File: src/rtl/quad_pkg.sv
// Shared constants and types for the quadrature front end and decode stage.
package quad_pkg;

   localparam int QUAD_SYNC_STAGES     = 2;
   localparam int QUAD_DEBOUNCE_CYCLES = 16;

   typedef struct packed {
      logic a;
      logic b;
   } quad_pair_t;

endpackage

File: src/rtl/debounce_chan.sv
// One encoder channel: synchroniser chain, consecutive-sample debounce
// counter, filtered output register and an "output updates now" flag.
module debounce_chan
   import quad_pkg::*;
#(
   parameter int SYNC_STAGES     = QUAD_SYNC_STAGES,
   parameter int DEBOUNCE_CYCLES = QUAD_DEBOUNCE_CYCLES
) (
   input  logic clk,
   input  logic rst_n,
   input  logic in_i,
   output logic lvl_o,
   output logic upd_o
);

   localparam int CW = $clog2(DEBOUNCE_CYCLES + 1);
   localparam logic [CW-1:0] CNT_LAST = CW'(DEBOUNCE_CYCLES - 1);

   logic [SYNC_STAGES-1:0] sync_q, sync_d;
   logic [CW-1:0]          cnt_q, cnt_d;
   logic                   out_q, out_d;
   logic                   s;

   assign s      = sync_q[SYNC_STAGES-1];
   assign sync_d = {sync_q[SYNC_STAGES-2:0], in_i};

   always_comb begin
      cnt_d = cnt_q;
      out_d = out_q;
      upd_o = 1'b0;
      if (s == out_q) begin
         cnt_d = '0;
      end else if (cnt_q == CNT_LAST) begin
         out_d = s;
         cnt_d = '0;
         upd_o = 1'b1;
      end else begin
         cnt_d = cnt_q + CW'(1);
      end
   end

   always_ff @(posedge clk or negedge rst_n) begin
      if (!rst_n) begin
         sync_q <= '0;
         cnt_q  <= '0;
         out_q  <= 1'b0;
      end else begin
         sync_q <= sync_d;
         cnt_q  <= cnt_d;
         out_q  <= out_d;
      end
   end

   assign lvl_o = out_q;

endmodule

File: src/rtl/quad_input_filter.sv
// Quadrature input conditioner: two debounced channels plus registered
// change and illegal-transition strobes for the decode stage.
module quad_input_filter
   import quad_pkg::*;
#(
   parameter int SYNC_STAGES     = QUAD_SYNC_STAGES,
   parameter int DEBOUNCE_CYCLES = QUAD_DEBOUNCE_CYCLES
) (
   input  logic clk,
   input  logic rst_n,
   input  logic a,
   input  logic b,
   output logic a_o,
   output logic b_o,
   output logic chg,
   output logic err
);

   quad_pair_t upd;
   logic       chg_q, chg_d;
   logic       err_q, err_d;

   debounce_chan #(
      .SYNC_STAGES     (SYNC_STAGES),
      .DEBOUNCE_CYCLES (DEBOUNCE_CYCLES)
   ) u_chan_a (
      .clk   (clk),
      .rst_n (rst_n),
      .in_i  (a),
      .lvl_o (a_o),
      .upd_o (upd.a)
   );

   debounce_chan #(
      .SYNC_STAGES     (SYNC_STAGES),
      .DEBOUNCE_CYCLES (DEBOUNCE_CYCLES)
   ) u_chan_b (
      .clk   (clk),
      .rst_n (rst_n),
      .in_i  (b),
      .lvl_o (b_o),
      .upd_o (upd.b)
   );

   // Both channels moving together is never a legal Gray-code step.
   assign chg_d = upd.a | upd.b;
   assign err_d = upd.a & upd.b;

   always_ff @(posedge clk or negedge rst_n) begin
      if (!rst_n) begin
         chg_q <= 1'b0;
         err_q <= 1'b0;
      end else begin
         chg_q <= chg_d;
         err_q <= err_d;
      end
   end

   assign chg = chg_q;
   assign err = err_q;

endmodule

File: config.mk
export PLATFORM = sky130hd
export DESIGN_NAME = quad_input_filter
export DESIGN_NICKNAME = d
export VERILOG_FILES = /design/src/rtl/quad_pkg.sv /design/src/rtl/debounce_chan.sv /design/src/rtl/quad_input_filter.sv
export SDC_FILE = /design/constraint.sdc
export NUM_CORES = 1
export LEC_CHECK = 0
export ABC_CLOCK_PERIOD_IN_PS = 1300
export BUFFER_PORTS_ARGS = -buffer_cell sky130_fd_sc_hd__buf_2
export CAP_MARGIN = 20
export CORE_MARGIN = 3
export CORE_UTILIZATION = 53
export CTS_CLUSTER_DIAMETER = 120
export CTS_CLUSTER_SIZE = 25
export DETAILED_ROUTE_END_ITERATION = 10
export MAX_ROUTING_LAYER = met4
export PLACE_DENSITY = 0.73
export SYNTH_ARGS = -nofsm -noshare
export SYNTH_HDL_FRONTEND = slang
export SYNTH_HIERARCHICAL = 1
export SYNTH_SLANG_ARGS = --single-unit
File: constraint.sdc
create_clock -name clk -period 1.3 [get_ports clk]
set_input_delay 0.195 -clock clk [delete_from_list [all_inputs] [get_ports clk]]
set_output_delay 0.195 -clock clk [all_outputs]
set_load 0.01 [all_outputs]
# Word-level counts from Yosys, hierarchy flattened
# Cells that the tools add are included.
[op_classes]
n_reduce_logical = 2
n_mux = 8
div_mod_pow = 0
mul = 0
order_cmp = 0
bitwise_logic = 4
shift = 0
eq_ne = 4
addsub = 2
[op_table]
columns = ["operator", "count"]
rows = [
  ["2-to-1 mux 5 bit", 4],
  ["adder 5 x 1 -> 5 bit (second input constant)", 2],
  ["== test 5 x 4 -> 1 bit (second input constant)", 2],
  ["2-to-1 mux 1 bit", 4],
  ["AND reduction 2 bit", 2],
  ["== test 1 bit", 2],
  ["NOT 1 bit", 2],
  ["AND 1 bit", 1],
  ["OR 1 bit", 1],
]
[totals]
out_inout_bits = 4
in_bits = 4
latchBits = 0
word_cells = 28
reg_bits = 18
ram_bits = 0
n_memories = 0
rom_bits = 0

# Depth between registers and ports, before layout
# Gate-level depths: netlist of the first run.
[logic_depth]
word_depth = 4
mapped_depth = 4
depth_no_buf = 4

# By module
# The synthesis of the first run kept the hierarchy.
[modules_own_cells]
columns = ["mod", "instances", "cells_per_inst", "area_each_um2", "seq_area_each_um2"]
rows = [
  ["debounce_chan", 2, 25, 322.8, 200.2],
  ["quad_input_filter", 1, 4, 63.8, 50.0],
]

# Least setup slack after synthesis of the first run
# OpenSTA, ideal clock, no wires.
[synth_timing]
kind = "register to register"
start = "register u_chan_a.cnt_q[0]"
end = "register u_chan_a.out_q (netlist: u_chan_a/lvl_o)"
arrival_time_ns = 1.032
n_path_buf = 0
synth_period_minus_slack_ns = 1.160
path_stages_with_launch = 5
setup_ns = 0.127
required_time_ns = 1.173
path_slack_ns = 0.140
cell_sequence = "dfrtp_1 -> ha_1 -> nand3_2 -> nor2_2 -> mux2_1"
[synth_between]
elab_chain_len = 2
[synth_rtl]
columns = ["element", "line", "source"]
rows = [
  ["from (decl)", "debounce_chan.sv:20", "logic [CW-1:0] cnt_q, cnt_d;"],
  ["from (signal assigned)", "debounce_chan.sv:49", "cnt_q <= cnt_d;"],
  ["== test 5 x 4 -> 1 bit", "debounce_chan.sv:33", "end else if (cnt_q == CNT_LAST) begin"],
  ["AND reduction 2 bit (no source line)", "--", ""],
  ["to (signal assigned)", "debounce_chan.sv:50", "out_q <= out_d;"],
  ["to (decl)", "debounce_chan.sv:21", "logic out_q, out_d;"],
]
# Every way passes these cells.
# A chain may end at the register's enable or synchronous reset.

# Final worst setup path of the first run
[layout_timing]
start = "register u_chan_b.cnt_q[0]"
end = "register u_chan_b.out_q (netlist: u_chan_b/lvl_o)"
[layout_between]
elab_chain_len = 2
[layout_rtl]
columns = ["element", "line"]
rows = [
  ["from (decl)", "debounce_chan.sv:20"],
  ["from (signal assigned)", "debounce_chan.sv:49"],
  ["== test 5 x 4 -> 1 bit", "debounce_chan.sv:33"],
  ["AND reduction 2 bit (no source line)", "--"],
  ["to (signal assigned)", "debounce_chan.sv:50"],
  ["to (decl)", "debounce_chan.sv:21"],
]
# Every way passes these cells.

==> impl_metrics.xml, run 1 <==
<?xml version="1.0" encoding="UTF-8"?>
<metrics>
  <group name="yosys">
    <metric name="compound_gate_fraction_of_synth_area" unit="%">2.47</metric>
    <metric name="yosys_register_bits" unit="">18</metric>
    <metric name="synth_fa_ha_area_share" unit="%">3.53</metric>
    <metric name="netlist_instances" unit="">54</metric>
    <metric name="synthesis.area" unit="um^2">709</metric>
    <metric name="synth.top_cell.area_share" unit="%">63.5</metric>
    <metric name="synth_most_common_cell" unit="">sky130_fd_sc_hd__dfrtp_1</metric>
    <metric name="post-synth-top-area-cell" unit="">sky130_fd_sc_hd__dfrtp_1</metric>
    <metric name="synth-edff-count" unit="">0</metric>
    <metric name="muxShareOfSynthArea" unit="%">3.17</metric>
    <metric name="synth_warnings" unit="">6</metric>
    <metric name="synth-seq-area-share" unit="%">63.5</metric>
    <metric name="synthXorXnorAreaFrac" unit="%">9.88</metric>
    <metric name="synth_async_sr_flop_share" unit="%">100</metric>
    <metric name="synthTopCellsByCount" unit="">sky130_fd_sc_hd__dfrtp_1 (18), sky130_fd_sc_hd__nor2_1 (6), sky130_fd_sc_hd__nor2_2 (4), sky130_fd_sc_hd__xnor2_1 (4), sky130_fd_sc_hd__xor2_1 (4)</metric>
    <metric name="dominantRegCellSynth" unit="">sky130_fd_sc_hd__dfrtp_1</metric>
    <metric name="yosys.cell_types.count" unit="">15</metric>
    <metric name="yosys.area_share.simple" unit="%">16.4</metric>
    <metric name="avgSynthCellArea" unit="um^2">13.1</metric>
    <metric name="synth.top_cells.by_area" unit="">sky130_fd_sc_hd__dfrtp_1 (63%), sky130_fd_sc_hd__xnor2_1 (4.9%), sky130_fd_sc_hd__xor2_1 (4.9%)</metric>
    <metric name="synthesis.nets" unit="">60</metric>
    <metric name="synth_top_family_by_area" unit="">simple AND/OR/NAND/NOR gates</metric>
  </group>
  <group name="finish">
    <metric name="post_route_cells_drive_above_1_share" unit="%">36.2</metric>
    <metric name="area.growth.synth_to_final" unit="%">18.5</metric>
    <metric name="antenna_diodes" unit="">0</metric>
    <metric name="num-nets-final" unit="">76</metric>
  </group>
  <group name="critical_path">
    <metric name="cpMaxStageDelayCell" unit="">sky130_fd_sc_hd__dfrtp_1</metric>
    <metric name="cp.arrival" unit="ns">1.43</metric>
    <metric name="timing.critical_path.cells" unit="">ha_2 &gt; nand3_2 &gt; nor2_2 &gt; mux2_1</metric>
    <metric name="r2r.worst_path.cells" unit="">4</metric>
    <metric name="rr_startpoint" unit="">u_chan_b/cnt_q[0]</metric>
    <metric name="timing.setup.critical_path_class" unit="">flop to flop</metric>
    <metric name="timing.critical_path.slowest_cell_delay" unit="ns">0.39</metric>
    <metric name="r2r_end" unit="">u_chan_b/lvl_o</metric>
    <metric name="worst-endpoint-required" unit="ns">1.48</metric>
    <metric name="critical_path.max_fanout" unit="">4</metric>
    <metric name="critPathCaptureType" unit="">flop</metric>
    <metric name="reg2reg_slack" unit="ns">0.05</metric>
    <metric name="critPathLaunchType" unit="">flop</metric>
  </group>
  <group name="sta">
    <metric name="final.setup_skew" unit="ns">0.00382</metric>
    <metric name="worst_slew_pin_slew" unit="ns">0.378</metric>
    <metric name="timing.hold.ws" unit="ns">0.344</metric>
    <metric name="timing.fmax" unit="MHz">803</metric>
    <metric name="maxSlewViolCount" unit="">0</metric>
    <metric name="hold_viol" unit="">0</metric>
    <metric name="setup_viol_count_final" unit="">0</metric>
    <metric name="period_needed" unit="ns">1.25</metric>
    <metric name="layout_worst_path_cycle_share" unit="%">95.8</metric>
    <metric name="slew_headroom" unit="%">74.8</metric>
    <metric name="final.setup.tns" unit="ns">0</metric>
  </group>
  <group name="min_path">
    <metric name="hp-class" unit="">primary input to asynchronous set/reset pin</metric>
  </group>
  <group name="clock_tree">
    <metric name="cts.path.max_buffers" unit="">2</metric>
    <metric name="worst_skew_pair.late_latency" unit="ns">0.29</metric>
    <metric name="cts.htree.levels" unit="">1</metric>
    <metric name="cts_tree" unit="">done</metric>
    <metric name="numCtsBuffers" unit="">3</metric>
    <metric name="clkSinkCount" unit="">18</metric>
    <metric name="clock_tree.root_cell" unit="">sky130_fd_sc_hd__clkbuf_4</metric>
    <metric name="cts.reportedPaths.clkPinSlew" unit="ns">0.10</metric>
  </group>
  <group name="run">
    <metric name="cap_viol_max_count" unit="">0</metric>
  </group>
  <group name="drt">
    <metric name="detailedRoute.firstIterationViolations" unit="">3</metric>
    <metric name="drtPass1Iterations" unit="">5</metric>
    <metric name="vias_per_cell" unit="">4.95</metric>
    <metric name="drtAntennaViolNets" unit="">0</metric>
    <metric name="dr_total_vias" unit="">411</metric>
    <metric name="detail_route.wl_per_cell" unit="um">13.1</metric>
    <metric name="totalWireLength" unit="um">1080</metric>
    <metric name="drc_errors" unit="">0</metric>
  </group>
  <group name="power">
    <metric name="vdd.ir_drop.worst" unit="mV">1.02</metric>
    <metric name="power.static_leakage" unit="nW">0.423</metric>
    <metric name="powerDensity" unit="mW/mm^2">1200</metric>
  </group>
  <group name="placement">
    <metric name="globalplace.congestion" unit="">0.713</metric>
    <metric name="buffer_ports.inserted" unit="">7</metric>
    <metric name="detailedPlacementHpwl" unit="um">700</metric>
  </group>
  <group name="run_status">
    <metric name="status" unit="">finished clean</metric>
  </group>
  <group name="die">
    <metric name="die_area" unit="mm^2">0.00181</metric>
    <metric name="core_area" unit="mm^2">0.00119</metric>
    <metric name="num_rows" unit="">12</metric>
    <metric name="die_height" unit="um">42.6</metric>
    <metric name="die_x" unit="um">42.6</metric>
    <metric name="initial_utilization" unit="%">59.8</metric>
    <metric name="pin_count" unit="">8</metric>
  </group>
  <group name="global_routing">
    <metric name="grtUsageTotal" unit="%">13.4</metric>
    <metric name="initial_antenna_violation_count" unit="">0</metric>
    <metric name="grt_first_pass_wirelength" unit="um">1660</metric>
    <metric name="global_route.overflow_total" unit="">0</metric>
    <metric name="vias_in_the_first_global_route" unit="">373</metric>
    <metric name="grt_max_degree" unit="">19</metric>
  </group>
</metrics>
==> sequential cells by signal, indices dropped and copies added, names as in the netlist <==
signal	flops
u_chan_b/cnt_q	5
err	1
u_chan_a/lvl_o	1
u_chan_b/lvl_o	1
u_chan_a/sync_q	2
chg	1
u_chan_a/cnt_q	5
u_chan_b/sync_q	2
==> critical path: cells and delay by family, from the launching register on <==
family                     cells  cell delay [ns]
DFF                            1             0.39
muxes                          1             0.32
and+or+nand+nor                2             0.21
adders and majority gates      1             0.21
==> power by group <==
group	total (mW)	switching, mW	internal, mW
logic	0.0665	0.0345	0.0320
registers	0.598	0.0176	0.581
clock network	0.342	0.171	0.171
total	1.01	0.223	0.783
==> worst max path at each step <==
stage | start | end | slack, ns | depth (start not counted)
6_report | u_chan_b/cnt_q[0] | u_chan_b/lvl_o | 0.05 | 4
5_1_grt | u_chan_a/cnt_q[0] | u_chan_a/lvl_o | -0.03 | 4
4_1_cts | u_chan_a/cnt_q[0] | u_chan_a/lvl_o | 0.06 | 4
3_5_place_dp | u_chan_a/cnt_q[0] | u_chan_a/lvl_o | 0.07 | 4
3_3_place_gp | u_chan_b/cnt_q[0] | u_chan_b/lvl_o | 0.08 | 4
2_1_floorplan | u_chan_a/cnt_q[0] | u_chan_a/lvl_o | 0.14 | 4
==> cell usage in the layout, fill, tap and decap left out, drive strengths merged, types with 3 or more instances in the layout <==
cell type / netlist / final
dlygate4sd3: 0 / 3
buf: 0 / 8
xor2: 4 / 4
nand3: 4 / 4
clkbuf: 0 / 4
xnor2: 4 / 4
dfrtp: 18 / 18
nor2: 10 / 10
==> metrics by stage <==
stage	instances	total power, mW	util, %	cell area (um^2)	setup WS, ns
2_1_floorplan	54	0.639	-	709	0.140
3_3_place_gp	75	0.661	64.2	762	0.0825
3_5_place_dp	75	0.663	64.2	762	0.0696
4_1_cts	82	1.01	69.8	828	0.0555
5_1_grt	83	1.06	70.9	841	-0.0316
6_report	83	1.01	70.9	841	0.0544
==> cell families after synthesis <==
kind of cell | count (synthesis)
fa+ha+maj | 2
compound gates | 2
mux | 2
flops | 18
simple gates | 20
xor+xnor | 8
buf+inv | 2
==> timing repair <==
action | CTS | global route
hold buffers | 3 | 0
hold endpoints to repair | 20 | 0
setup endpoints to repair | 0 | 2
setup buffers | 0 | 1
resized for setup | 0 | 2
==> per-layer routing <==
| layer | GRT usage, % | part of all wire (%) | vias to the layer above |
|---|---|---|---|
| li1 | - | - | 205 |
| met1 | 18.6 | 49 | 194 |
| met2 | 15.5 | 45 | 10 |
| met3 | 3.86 | 4.3 | 2 |
| met4 | 11.2 | 1.6 | 0 |
| met5 | - | 0 | - |
==> final cells by class <==
class	count	area (um^2)
well taps	14	17.5
multi-input cells	34	256
repair buffers	11	72.6
fillers	93	345
flip-flops and latches	18	450
inverters	2	7.51
clock buffers	4	36.3
Power figures use the tool's default switching activity.
==> run 2, diff against run 1 <==
--- a/config.mk
+++ b/config.mk
@@ -5,6 +5,7 @@
 export SDC_FILE = /design/constraint.sdc
 export NUM_CORES = 1
 export LEC_CHECK = 0
+export ABC_AREA = 1
 export ABC_CLOCK_PERIOD_IN_PS = 1300
 export BUFFER_PORTS_ARGS = -buffer_cell sky130_fd_sc_hd__buf_2
 export CAP_MARGIN = 20
@@ -13,6 +14,7 @@
 export CTS_CLUSTER_DIAMETER = 120
 export CTS_CLUSTER_SIZE = 25
 export DETAILED_ROUTE_END_ITERATION = 10
+export GPL_TIMING_DRIVEN = 0
 export MAX_ROUTING_LAYER = met4
 export PLACE_DENSITY = 0.73
 export SYNTH_ARGS = -nofsm -noshare
==> run 2 against run 1 <==
  * Synthesized area up 2.8%
  * Cell count rose by 31%
  * Global-route usage up 1.3 points
  * Register-to-register slack improved by 0.06 ns
  * Setup slack gained 0.057 ns
  * Count of clock-buffer cells in the layout unchanged
  * Critical path depth up 1
  * Combinational power fell by 9.5%
  * Largest power group unchanged
==> impl_metrics.xml, run 2 <==
<?xml version="1.0" encoding="UTF-8"?>
<metrics>
  <group name="critical_path">
    <metric name="r2r_end" unit="">err</metric>
    <metric name="reg2reg_slack" unit="ns">0.11</metric>
    <metric name="rr_startpoint" unit="">u_chan_a/cnt_q[0]</metric>
    <metric name="critPathCaptureType" unit="">flop</metric>
    <metric name="timing.setup.critical_path_class" unit="">flop to flop</metric>
    <metric name="cp.arrival" unit="ns">1.41</metric>
    <metric name="critPathLaunchType" unit="">flop</metric>
    <metric name="critical_path.max_fanout" unit="">4</metric>
    <metric name="r2r.worst_path.cells" unit="">5</metric>
    <metric name="cpMaxStageDelayCell" unit="">sky130_fd_sc_hd__dfrtp_1</metric>
    <metric name="worst-endpoint-required" unit="ns">1.52</metric>
    <metric name="timing.critical_path.cells" unit="">ha_1 &gt; nand4_1 &gt; nor2_2 &gt; nand2_1 &gt; inv_1</metric>
    <metric name="timing.critical_path.slowest_cell_delay" unit="ns">0.40</metric>
  </group>
  <group name="yosys">
    <metric name="netlist_instances" unit="">81</metric>
    <metric name="synthesis.nets" unit="">87</metric>
    <metric name="yosys.cell_types.count" unit="">8</metric>
    <metric name="synth_async_sr_flop_share" unit="%">100</metric>
    <metric name="synth_warnings" unit="">6</metric>
    <metric name="synth-seq-area-share" unit="%">61.7</metric>
    <metric name="synth_most_common_cell" unit="">sky130_fd_sc_hd__nand2_1</metric>
    <metric name="synthesis.area" unit="um^2">729</metric>
    <metric name="avgSynthCellArea" unit="um^2">9.01</metric>
    <metric name="synth-edff-count" unit="">0</metric>
    <metric name="yosys_register_bits" unit="">18</metric>
    <metric name="synth.top_cells.by_area" unit="">sky130_fd_sc_hd__dfrtp_1 (62%), sky130_fd_sc_hd__nand2_1 (11%), sky130_fd_sc_hd__inv_1 (7.7%)</metric>
    <metric name="dominantRegCellSynth" unit="">sky130_fd_sc_hd__dfrtp_1</metric>
    <metric name="synthTopCellsByCount" unit="">sky130_fd_sc_hd__nand2_1 (22), sky130_fd_sc_hd__dfrtp_1 (18), sky130_fd_sc_hd__inv_1 (15), sky130_fd_sc_hd__nor2_1 (14)</metric>
    <metric name="post-synth-top-area-cell" unit="">sky130_fd_sc_hd__dfrtp_1</metric>
    <metric name="synth.top_cell.area_share" unit="%">61.7</metric>
  </group>
  <group name="finish">
    <metric name="multi_input_area" unit="um^2">228</metric>
    <metric name="reg_top3" unit="">u_chan_a/cnt_q (5), u_chan_b/cnt_q (5)</metric>
    <metric name="num-nets-final" unit="">102</metric>
    <metric name="area.growth.synth_to_final" unit="%">17.0</metric>
    <metric name="layout.cells.most_common" unit="">sky130_fd_sc_hd__nand2_1</metric>
    <metric name="seq_area" unit="um^2">450</metric>
    <metric name="antenna_diodes" unit="">0</metric>
    <metric name="post_route_cells_drive_above_1_share" unit="%">13.7</metric>
    <metric name="fill_cells" unit="">89</metric>
    <metric name="layout.cells.most_common_list" unit="">sky130_fd_sc_hd__nand2_1 (22), sky130_fd_sc_hd__dfrtp_1 (18), sky130_fd_sc_hd__inv_1 (15)</metric>
  </group>
  <group name="drt">
    <metric name="dr_total_vias" unit="">524</metric>
    <metric name="wl_met1" unit="um">527</metric>
    <metric name="totalWireLength" unit="um">1130</metric>
    <metric name="detailedRoute.firstIterationViolations" unit="">13</metric>
    <metric name="routed.top_layer" unit="">met4</metric>
    <metric name="drc_errors" unit="">0</metric>
    <metric name="drtPass1Iterations" unit="">4</metric>
    <metric name="dr_wl_met3" unit="um">66</metric>
    <metric name="drtAntennaViolNets" unit="">0</metric>
    <metric name="vias_per_cell" unit="">4.81</metric>
    <metric name="detail_route.wl_per_cell" unit="um">10.4</metric>
    <metric name="detailroute.wirelength.met2" unit="um">531</metric>
  </group>
  <group name="die">
    <metric name="core_area" unit="mm^2">0.00120</metric>
    <metric name="num_rows" unit="">12</metric>
    <metric name="initial_utilization" unit="%">60.7</metric>
    <metric name="pin_count" unit="">8</metric>
    <metric name="die_x" unit="um">43.1</metric>
    <metric name="die_area" unit="mm^2">0.00186</metric>
    <metric name="die_height" unit="um">43.1</metric>
  </group>
  <group name="sta">
    <metric name="final_critical_path_setup_slack" unit="ns">0.112</metric>
    <metric name="worst_slew_pin_slew" unit="ns">0.378</metric>
    <metric name="final.setup.tns" unit="ns">0</metric>
    <metric name="layout_worst_path_cycle_share" unit="%">91.4</metric>
    <metric name="slew_headroom" unit="%">74.8</metric>
    <metric name="final.setup_skew" unit="ns">0.0152</metric>
    <metric name="timing.fmax" unit="MHz">841</metric>
    <metric name="period_needed" unit="ns">1.19</metric>
    <metric name="setup_viol_count_final" unit="">0</metric>
    <metric name="maxSlewViolCount" unit="">0</metric>
    <metric name="hold_viol" unit="">0</metric>
  </group>
  <group name="global_routing">
    <metric name="grt_first_pass_wirelength" unit="um">1970</metric>
    <metric name="vias_in_the_first_global_route" unit="">487</metric>
    <metric name="grtUsageTotal" unit="%">14.7</metric>
    <metric name="global_route.overflow_total" unit="">0</metric>
    <metric name="initial_antenna_violation_count" unit="">0</metric>
    <metric name="grt_max_degree" unit="">19</metric>
  </group>
  <group name="clock_tree">
    <metric name="cts.path.max_buffers" unit="">2</metric>
    <metric name="post-cts-setup-buffer-count" unit="">0</metric>
    <metric name="clkSinkCount" unit="">18</metric>
    <metric name="clock_tree.root_cell" unit="">sky130_fd_sc_hd__clkbuf_4</metric>
    <metric name="numCtsBuffers" unit="">3</metric>
    <metric name="cts.htree.levels" unit="">1</metric>
    <metric name="cts_tree" unit="">done</metric>
    <metric name="cts.reportedPaths.clkPinSlew" unit="ns">0.10</metric>
    <metric name="worst_skew_pair.late_latency" unit="ns">0.29</metric>
  </group>
  <group name="run">
    <metric name="cap_viol_max_count" unit="">0</metric>
  </group>
  <group name="placement">
    <metric name="buffer_ports.inserted" unit="">7</metric>
    <metric name="globalplace.congestion" unit="">0.713</metric>
    <metric name="dp_slack" unit="ns">0.145</metric>
    <metric name="detailedPlacementHpwl" unit="um">809</metric>
  </group>
  <group name="min_path">
    <metric name="hp-class" unit="">primary input to asynchronous set/reset pin</metric>
  </group>
  <group name="run_status">
    <metric name="status" unit="">finished clean</metric>
  </group>
  <group name="power">
    <metric name="powerDensity" unit="mW/mm^2">1160</metric>
    <metric name="power.static_leakage" unit="nW">0.463</metric>
    <metric name="vdd.ir_drop.worst" unit="mV">0.988</metric>
  </group>
</metrics>
run 2: worst max path at each step:
stage | from | to | slack (ns)
finish | u_chan_a/cnt_q[0] | err | 0.11
global route | u_chan_a/cnt_q[0] | err | -0.03
CTS | u_chan_a/cnt_q[0] | err | 0.11
detailed placement | u_chan_a/cnt_q[0] | err | 0.15
global placement | u_chan_a/cnt_q[0] | err | 0.18
floorplan | u_chan_a/cnt_q[0] | chg | 0.30
run 2: final cells by class:
class                           count  share of cell area (%)
Clock buffer                        4                    4.25
Inverter                           15                    6.60
Multi-Input combinational cell     48                    26.7
Sequential cell                    18                    52.8
Tap cell                           14                    2.05
Timing Repair Buffer               10                    7.62
run 2: logic make-up after synthesis:
group | count (synthesis) | share of synthesized area (%)
XOR/XNOR | 2 | 2.40
adder cells (fa/ha/maj) | 2 | 3.43
buffers and inverters | 15 | 7.72
flip-flops | 18 | 61.7
AND/OR/NAND/NOR | 44 | 24.7
run 2: per-layer routing:
layer  GRT usage, %  vias up
li1               -      271
met1           18.1      239
met2           22.4       12
met3           7.63        2
met4           1.81        0
met5              -        -
run 2: power breakdown:
part	total (mW)	switching (mW)	internal (mW)	leakage (nW)
registers	0.600	0.0191	0.581	0.237
clock network	0.329	0.159	0.171	0.0210
logic	0.0602	0.0337	0.0266	0.205
run 2: repair_timing:
item	CTS	global route
hold endpoints to repair	18	2
hold buffers	1	2
gates resized for setup	0	2
endpoints found under the setup margin	0	1
run 2: metrics by stage:
stage	area [um^2]	utilization (%)	instances	hold slack [ns]	power [mW]
floorplan	729	-	81	-0.101	0.641
global placement	782	65.1	102	0.139	0.662
detailed placement	782	65.1	102	0.139	0.665
CTS	828	69.0	107	0.00595	1.00
global route	853	71.0	109	0.363	1.04
finish	853	71.0	109	0.340	0.989
run 2: critical path: cells and delay by family, from the launching register on:
family,cells,cell delay (ns)
AND/OR/NAND/NOR,3,0.44
adder cells (fa/ha/maj),1,0.23
buffers and inverters,1,0.05
flip-flops,1,0.40
==> run 3, diff against run 2 <==
--- a/config.mk
+++ b/config.mk
@@ -9,7 +9,7 @@
 export ABC_CLOCK_PERIOD_IN_PS = 1300
 export BUFFER_PORTS_ARGS = -buffer_cell sky130_fd_sc_hd__buf_2
 export CAP_MARGIN = 20
-export CORE_MARGIN = 3
+export CORE_MARGIN = 1.5
 export CORE_UTILIZATION = 53
 export CTS_CLUSTER_DIAMETER = 120
 export CTS_CLUSTER_SIZE = 25
==> constraint.sdc (replaced) <==
create_clock -name clk -period 1.3 [get_ports clk]
set_input_delay 0.195 -clock clk [delete_from_list [all_inputs] [get_ports clk]]
set_output_delay 0.195 -clock clk [all_outputs]
set_load 0.02 [all_outputs]
==> run 3 against run 2 <==
  * Wire length down 2.1%
  * Setup slack gained 0.033 ns
  * Clock skew shrank 0.014 ns
  * Non-clock buffer count decreased by 1
  * Via count fell by 2.1%
  * Critical endpoint unchanged
  * First-iteration DRC count shrank 46%
  * Power barely moved
  * Highest routed layer unchanged
  * Die area decreased by 13%
  * Sequential power about the same
  * Sequential share of layout area increased by 0.87 points
  * Utilization fell by 5.7 points
  * Combinational power fell by 2%
==> impl_metrics.xml, run 3 (synthesis results as in run 2) <==
<?xml version="1.0" encoding="UTF-8"?>
<metrics>
  <group name="clock_tree">
    <metric name="cts_tree" unit="">done</metric>
    <metric name="clock_tree.root_cell" unit="">sky130_fd_sc_hd__clkbuf_4</metric>
    <metric name="holdBufCountCts" unit="">1</metric>
    <metric name="cts_repair_resize_count" unit="">0</metric>
    <metric name="cts.htree.levels" unit="">1</metric>
    <metric name="cts.path.max_buffers" unit="">2</metric>
    <metric name="post-cts-setup-buffer-count" unit="">0</metric>
    <metric name="clkSinkCount" unit="">18</metric>
    <metric name="worst_skew_pair.late_latency" unit="ns">0.28</metric>
    <metric name="cts.reportedPaths.clkPinSlew" unit="ns">0.10</metric>
    <metric name="numCtsBuffers" unit="">3</metric>
  </group>
  <group name="sta">
    <metric name="timing.fmax" unit="MHz">866</metric>
    <metric name="hold_viol" unit="">0</metric>
    <metric name="timing.hold.ws" unit="ns">0.0258</metric>
    <metric name="layout_worst_path_cycle_share" unit="%">88.8</metric>
    <metric name="slew_headroom" unit="%">74.5</metric>
    <metric name="grt_setup_unrepaired" unit="">false</metric>
    <metric name="worst_slew_pin_slew" unit="ns">0.382</metric>
    <metric name="final.setup.tns" unit="ns">0</metric>
    <metric name="setup_viol_count_final" unit="">0</metric>
    <metric name="maxSlewViolCount" unit="">0</metric>
    <metric name="final.setup_skew" unit="ns">0.00103</metric>
    <metric name="period_needed" unit="ns">1.15</metric>
  </group>
  <group name="global_routing">
    <metric name="gr-max-usage-layer" unit="">met2</metric>
    <metric name="grtUsageTotal" unit="%">16.8</metric>
    <metric name="vias_in_the_first_global_route" unit="">410</metric>
    <metric name="use_met3" unit="%">3.33</metric>
    <metric name="global_route.overflow_total" unit="">0</metric>
    <metric name="grt_first_pass_wirelength" unit="um">1600</metric>
    <metric name="gr-usage-met1" unit="%">17.6</metric>
    <metric name="grt_max_degree" unit="">19</metric>
    <metric name="grt_util_met2" unit="%">27.4</metric>
    <metric name="initial_antenna_violation_count" unit="">0</metric>
  </group>
  <group name="die">
    <metric name="die_height" unit="um">40.1</metric>
    <metric name="num_rows" unit="">13</metric>
    <metric name="core_area" unit="mm^2">0.00128</metric>
    <metric name="die_area" unit="mm^2">0.00161</metric>
    <metric name="pin_count" unit="">8</metric>
    <metric name="die_x" unit="um">40.1</metric>
    <metric name="initial_utilization" unit="%">56.8</metric>
  </group>
  <group name="critical_path">
    <metric name="timing.critical_path.slowest_cell_delay" unit="ns">0.41</metric>
    <metric name="critical_path.max_fanout" unit="">4</metric>
    <metric name="critPathCaptureType" unit="">flop</metric>
    <metric name="timing.critical_path.cells" unit="">ha_1 &gt; nand4_1 &gt; nor2_1 &gt; nand2_1 &gt; inv_1</metric>
    <metric name="cpMaxStageDelayCell" unit="">sky130_fd_sc_hd__dfrtp_1</metric>
    <metric name="critPathLaunchType" unit="">flop</metric>
    <metric name="cp.arrival" unit="ns">1.39</metric>
    <metric name="timing.setup.critical_path_class" unit="">flop to flop</metric>
    <metric name="worst-endpoint-required" unit="ns">1.53</metric>
  </group>
  <group name="run">
    <metric name="cap_viol_max_count" unit="">0</metric>
  </group>
  <group name="drt">
    <metric name="detail_route.wl_per_cell" unit="um">10.2</metric>
    <metric name="drtPass1Iterations" unit="">4</metric>
    <metric name="detailedRoute.firstIterationViolations" unit="">7</metric>
    <metric name="vias_per_cell" unit="">4.71</metric>
    <metric name="dr_total_vias" unit="">513</metric>
    <metric name="drtAntennaViolNets" unit="">0</metric>
    <metric name="drc_errors" unit="">0</metric>
    <metric name="totalWireLength" unit="um">1110</metric>
  </group>
  <group name="finish">
    <metric name="post_route_cells_drive_above_1_share" unit="%">11.7</metric>
    <metric name="area.growth.synth_to_final" unit="%">15.1</metric>
    <metric name="antenna_diodes" unit="">0</metric>
    <metric name="reg_top3" unit="">u_chan_a/cnt_q (5), u_chan_b/cnt_q (5)</metric>
    <metric name="num-nets-final" unit="">101</metric>
    <metric name="final_core_util" unit="%">65.3</metric>
    <metric name="post_route_cell_area" unit="um^2">840</metric>
    <metric name="fill_cells" unit="">111</metric>
    <metric name="layout.cells.most_common_list" unit="">sky130_fd_sc_hd__nand2_1 (22), sky130_fd_sc_hd__dfrtp_1 (18), sky130_fd_sc_hd__inv_1 (15)</metric>
    <metric name="layout.cells.most_common" unit="">sky130_fd_sc_hd__nand2_1</metric>
  </group>
  <group name="placement">
    <metric name="globalplace.congestion" unit="">0.679</metric>
    <metric name="place_area" unit="um^2">783</metric>
    <metric name="detailedPlacementHpwl" unit="um">791</metric>
    <metric name="buffer_ports.inserted" unit="">7</metric>
  </group>
  <group name="power">
    <metric name="vdd.ir_drop.worst" unit="mV">1.02</metric>
    <metric name="powerDensity" unit="mW/mm^2">1180</metric>
    <metric name="power.static_leakage" unit="nW">0.459</metric>
    <metric name="overall_power_consumption" unit="mW">0.989</metric>
  </group>
  <group name="run_status">
    <metric name="status" unit="">finished clean</metric>
  </group>
  <group name="min_path">
    <metric name="hp-class" unit="">primary input to flop</metric>
  </group>
</metrics>
run 3: cell count changes in the layout (fill, tap and decap cells not counted):
cell                            delta
sky130_fd_sc_hd__dlygate4sd3_1     -1
sky130_fd_sc_hd__nor2_1            +2
sky130_fd_sc_hd__nor2_2            -2
run 3: layout make-up:
type	instances	area (um^2)	share of cell area [%]
Sequential cell	18	450	53.7
Multi-Input combinational cell	48	223	26.5
Inverter	15	56.3	6.71
Timing Repair Buffer	9	55.1	6.56
Clock buffer	4	36.3	4.32
Tap cell	15	18.8	2.24
run 3: critical path: cells and delay by family, from the launching register on:
family / cells / cell delay [ns]
DFF: 1 / 0.41
and+or+nand+nor: 3 / 0.41
adders and majority gates: 1 / 0.23
buffers and inverters: 1 / 0.05
run 3: where the power goes:
part / switching (mW) / internal, mW
combinational: 0.0341 / 0.0248
sequential: 0.0190 / 0.581
clock: 0.159 / 0.170
run 3: path summary, 6_finish.rpt:
kind | cells after the start | to | slack (ns) | from
max in group asynchronous | 2 | u_chan_b/cnt_q[0] | 0.66 | rst_n
min in group asynchronous | 2 | u_chan_a/cnt_q[0] | 0.36 | rst_n
setup reg to reg | 5 | err | 0.15 | u_chan_b/cnt_q[0]
hold reg to reg | 0 | u_chan_b/sync_q[1] | 0.36 | u_chan_b/sync_q[0]
hold / removal | 1 | u_chan_b/sync_q[0] | 0.03 | b
setup / recovery | 5 | err | 0.15 | u_chan_b/cnt_q[0]
run 3: metrics by stage:
stage | setup slack, ns | cells
floorplan | 0.298 | 81
global placement | 0.199 | 103
detailed placement | 0.174 | 103
CTS | 0.150 | 108
global route | 0.0545 | 109
finish | 0.145 | 109
run 3: routing by layer:
metal / routed length [um] / vias to the layer above
met2: 579 / 4
li1: - / 273
met5: 0 / -
met4: 11 / 0
met1: 499 / 234
met3: 20 / 2
